`src/rtl/cache_ctrl_pkg.sv`:
```
// Shared types for the cache miss-handling controller: FSM states, way count,
// and a one-hot to binary way helper.
package cache_ctrl_pkg;

    localparam int unsigned WAYS     = 8;
    localparam int unsigned WAY_BITS = 3;

    typedef enum logic [1:0] {
        StIdle,
        StCompare,
        StWriteback,
        StFill
    } state_t;

    // Lowest set way wins when more than one bit is set.
    function automatic logic [WAY_BITS-1:0] onehot_to_bin(input logic [WAYS-1:0] hit);
        logic [WAY_BITS-1:0] idx;
        idx = '0;
        for (int i = WAYS - 1; i >= 0; i--) begin
            if (hit[i]) idx = WAY_BITS'(i);
        end
        return idx;
    endfunction

endpackage

```
`src/rtl/way_encoder.sv`:
```
// One-hot hit vector to binary way index, with any-hit and multi-hit flags.
module way_encoder #(
    parameter int unsigned s_way = 3
) (
    input  logic [2**s_way-1:0] hit,
    output logic [s_way-1:0]    way,
    output logic                any_hit,
    output logic                multi_hit
);

    localparam int unsigned     Ways = 2**s_way;
    localparam logic [Ways-1:0] One  = 1;

    always_comb begin
        way = '0;
        for (int i = Ways - 1; i >= 0; i--) begin
            if (hit[i]) way = s_way'(i);
        end
    end

    assign any_hit   = |hit;
    // Clearing the lowest set bit leaves something only if two or more were set.
    assign multi_hit = |(hit & (hit - One));

endmodule

```
`src/rtl/cache_control.sv`:
```
// Miss-handling FSM for the set-associative cache: hit service, dirty writeback,
// line fill and compare replay.
module cache_control
    import cache_ctrl_pkg::*;
#(
    parameter int unsigned s_way = 3
) (
    input  logic               clk,
    input  logic               rst_n,
    input  logic               mem_read,
    input  logic               mem_write,
    input  logic [2**s_way-1:0] hit,
    input  logic [s_way-1:0]   plru_way,
    input  logic               victim_valid,
    input  logic               victim_dirty,
    input  logic               pmem_resp,
    output logic               mem_resp,
    output logic               pmem_read,
    output logic               pmem_write,
    output logic               addr_sel,
    output logic [s_way-1:0]   way_sel,
    output logic               write_word,
    output logic               load_line,
    output logic               load_tag,
    output logic               set_valid,
    output logic               set_dirty,
    output logic               clr_dirty,
    output logic               plru_load,
    output logic [s_way-1:0]   plru_mru
);

    state_t             state_q, state_d;
    logic [s_way-1:0]   victim_q, victim_d;
    logic [s_way-1:0]   hit_way;
    logic               any_hit;
    logic               multi_hit;
    logic               req;

    assign req = mem_read | mem_write;

    way_encoder #(
        .s_way (s_way)
    ) u_way_encoder (
        .hit       (hit),
        .way       (hit_way),
        .any_hit   (any_hit),
        .multi_hit (multi_hit)
    );

    always_ff @(posedge clk or negedge rst_n) begin
        if (!rst_n) begin
            state_q  <= StIdle;
            victim_q <= '0;
        end else begin
            state_q  <= state_d;
            victim_q <= victim_d;
        end
    end

    always_comb begin
        state_d  = state_q;
        victim_d = victim_q;
        unique case (state_q)
            StIdle: begin
                if (req) state_d = StCompare;
            end
            StCompare: begin
                if (!req || any_hit) begin
                    state_d = StIdle;
                end else begin
                    // Victim is frozen here so a PLRU update mid-miss cannot retarget the fill.
                    victim_d = plru_way;
                    state_d  = (victim_valid && victim_dirty) ? StWriteback : StFill;
                end
            end
            StWriteback: begin
                if (pmem_resp) state_d = StFill;
            end
            StFill: begin
                if (pmem_resp) state_d = StCompare;
            end
            default: state_d = StIdle;
        endcase
    end

    always_comb begin
        mem_resp   = 1'b0;
        pmem_read  = 1'b0;
        pmem_write = 1'b0;
        addr_sel   = 1'b0;
        way_sel    = '0;
        write_word = 1'b0;
        load_line  = 1'b0;
        load_tag   = 1'b0;
        set_valid  = 1'b0;
        set_dirty  = 1'b0;
        clr_dirty  = 1'b0;
        plru_load  = 1'b0;
        plru_mru   = '0;
        unique case (state_q)
            StCompare: begin
                if (req && any_hit) begin
                    mem_resp  = 1'b1;
                    plru_load = 1'b1;
                    plru_mru  = hit_way;
                    way_sel   = hit_way;
                    if (mem_write) begin
                        write_word = 1'b1;
                        set_dirty  = 1'b1;
                    end
                end
            end
            StWriteback: begin
                pmem_write = 1'b1;
                addr_sel   = 1'b1;
                way_sel    = victim_q;
            end
            StFill: begin
                pmem_read = 1'b1;
                way_sel   = victim_q;
                if (pmem_resp) begin
                    load_line = 1'b1;
                    load_tag  = 1'b1;
                    set_valid = 1'b1;
                    clr_dirty = 1'b1;
                end
            end
            default: ;
        endcase
    end

    multi_hit_a : assert property (@(posedge clk) disable iff (!rst_n)
        !(state_q == StCompare && req && multi_hit))
        else $error("multiple ways hit in one set");

endmodule

```
`config.mk`:
```
export PLATFORM = sky130hd
export DESIGN_NAME = cache_control
export DESIGN_NICKNAME = d
export VERILOG_FILES = /design/src/rtl/cache_ctrl_pkg.sv /design/src/rtl/way_encoder.sv /design/src/rtl/cache_control.sv
export SDC_FILE = /design/constraint.sdc
export NUM_CORES = 1
export LEC_CHECK = 0
export BUFFER_PORTS_ARGS = -buffer_cell sky130_fd_sc_hd__buf_2
export CORE_AREA = 3 3 40 42
export CTS_CLUSTER_SIZE = 8
export DETAILED_ROUTE_END_ITERATION = 16
export DIE_AREA = 0 0 43 45
export HOLD_SLACK_MARGIN = 0.05
export PLACE_DENSITY = 0.75
export SETUP_SLACK_MARGIN = 0.3
export SYNTH_ARGS = -nofsm -noshare
export SYNTH_HDL_FRONTEND = slang
export SYNTH_SLANG_ARGS = --single-unit
export TNS_END_PERCENT = 5
```
`constraint.sdc`:
```
create_clock -name clk -period 3.6 [get_ports clk]
set_input_delay 0.54 -clock clk [delete_from_list [all_inputs] [get_ports clk]]
set_output_delay 0.54 -clock clk [all_outputs]
set_load 0.05 [all_outputs]
```
==> reports/results.ini <==
[logic_synthesis]
ys_seq_area_share_pct=24.5
yosys.area_share.xor_xnor_pct=0
netlist_area_um2=510
synth_fp_nets=83
synthCells=60
synth_adder_area_share_pct=12.3
ys.flop_type=dfrtp_1
yosys-top-cells-area=dfrtp_1 25%, ha_1 12%, buf_4 8.8%, mux2_1 6.6%, inv_1 5.1%
yosysTopAreaCellShare_pct=24.5
synth_compound_area_share_pct=16.4
synthMuxAreaShare_pct=10.5
synth_edf_count=0
synth_seq_cells=5
yosysUniqueCellTypes=22
synth_top_family_by_area=simple AND/OR/NAND/NOR gates
syn_avg_cell_area_um2=8.51
synth_most_common_cell=inv_1
synthArstFlopShare_pct=100
yosysWarnings=0
synth_simple_gate_area_share_pct=22.3
synth_common_cells=7 x inv_1, 6 x buf_4
synth_top_cell_by_area=dfrtp_1

[die]
rows=13
core_um2=1280
fp.dieArea_um2=1940
start_util_pct=39.7
dieHeight_um=45
dieWidth_um=43
ioPinCount=35

[setup_path]
critical_path_class=input pin to output pin
reg2reg_slack_ps=2040
r2r_cells=5
r2r-start=state_q[1]$_DFFE_PN0P_
start_kind=input pin
critPathRequiredTime_ps=3060
cp-end-kind=output pin
path_max_fanout=4
arrival_ps=1960
worstSetupStartpoint=hit[2]

[clock_network]
ctsHoldBuffers=0
cts_tree=built
htreeDepth=1
post_cts_resized=0
cts_setup_buffers=0
root_buffer=clkbuf_4
cts_sinks=5
numCtsBuffers=3
cts_buffer_depth=2
clk_latency_ps=240
clk_pin_slew_worst_paths_ps=50

[placed_design]
dp_cells=103
place_area_um2=654
hpwl_um=1010
io_buffers=34
place_congestion=0.767

[detailed_routing]
antenna_left=0
drt-initial-drc-count=4
drtPass1Iterations=2
wl_per_cell_um=11.3
via_per_inst=4.87
route.vias.total=521
drc=0
wl_um=1210

[status]
status=finished clean

[power_and_ir_drop]
internal-power_w=0.000158
pwr-share-comb_pct=57.7
power_density_nw_per_um2=478
power_frac_seq_pct=21.9
vdd_ir_drop_max_uv=174
power_frac_clock_pct=20.5
switching_share_pct=51.6
power_leakage_nw=0.398
power_switching_w=0.000168

[sta]
hold_viol=0
tightest_slew_ps=369
slew_headroom_pct=75.2
rsz0062_at_grt=no
drv_slew=0
fin_crit_sh_pct=69.5
clock.fmax_ghz=0.400
fin_crit_ps=2500
setup_tns_ps=0
skew_ps=1.80
finalSetupViolCount=0

[cells_and_area]
insertedDiodeCount=0
num-fill-cells=138
fin_cells=107
area.growth.synth_to_final_pct=33.3
final_area_um2=681
final_nets=116
seq_area_um2=125
multi_input_area_um2=314
drive_gt1_share_pct=44.6

[job]
cap_violations=0

[global_routing]
antenna_found_initial=0
globalRouteTotalUtil_pct=13.4
grt_overflow=0
grt_max_degree=9
grt_pass1_vias=477
grt_pass1_wl_um=1900

[min_path]
hold_path_class=input pin to asynchronous set/reset pin

[placed cells by master, fill, tap and decap left out, types with 2 or more instances in the layout]
master    count
or4_4         2
a21oi_1       4
nor3_1        2
nor4_1        2
o21ai_0       5
buf_2        34
clkbuf_4      3
dfrtp_1       5
inv_1         7
mux2_1        3
ha_1          5
and2_1        2
nor2_1        5
nand2_1       2
mux2i_1       2
[critical path, stage by stage]
cell and delay (ps):
buf_2 120, or4_4 560, or3_1 350, a21oi_1 120, buf_2 270
[registers in the layout, indices dropped and copies added (netlist names)]
signal    cells
victim_q      3
state_q       2
[power by group through the flow]
stage	combinational [W]	sequential, W	clock (W)
2_1_floorplan	0.000153	0.0000700	0
3_3_place_gp	0.000187	0.0000710	0
3_5_place_dp	0.000189	0.0000723	0
4_1_cts	0.000190	0.0000716	0.0000704
5_1_grt	0.000202	0.0000721	0.0000742
6_report	0.000188	0.0000711	0.0000666
[metal layers]
| metal | GRT usage (%) | vias up | wire length [um] |
|---|---|---|---|
| met3 | 1.99 | 4 | 99 |
| met4 | 10.8 | 0 | 24 |
| met1 | 16.0 | 224 | 531 |
| met2 | 21.6 | 22 | 550 |
| li1 | - | 271 | - |
| met5 | 0 | - | 0 |
[final timing paths]
path	end
worst max register to register	victim_q[1]$_DFFE_PN0P_
worst min register to register	victim_q[2]$_DFFE_PN0P_
worst min-delay path	victim_q[2]$_DFFE_PN0P_
max in group asynchronous	victim_q[1]$_DFFE_PN0P_
min in group clk	victim_q[2]$_DFFE_PN0P_
worst max-delay path	way_sel[2]
[cells by family (layout without fill, tap and decap cells)]
kind of cell	count (synthesis)	count (layout)
buffers and inverters	13	45
adders and majority gates	5	5
AOI/OAI and AO/OA	14	14
muxes	5	5
DFF	5	5
and+or+nand+nor	18	18
[layout make-up]
| class | count | area share (%) |
|---|---|---|
| multi-input cells | 42 | 46.1 |
| flip-flops and latches | 5 | 18.4 |
| clock buffers | 4 | 3.86 |
| repair buffers | 34 | 25.0 |
| well taps | 15 | 2.76 |
| inverters | 7 | 3.86 |
[metrics by stage]
step	setup WS [ps]	hold WS [ps]	total power, W	util (%)
after detailed placement	1090	362	0.000262	50.9
final	1100	103	0.000325	53.0
after floorplan	658	244	0.000223	-
after global routing	1020	96.1	0.000348	53.0
after CTS	1090	96.8	0.000332	53.0
after global placement	1110	358	0.000258	50.9
Power figures use the tool's default switching activity.
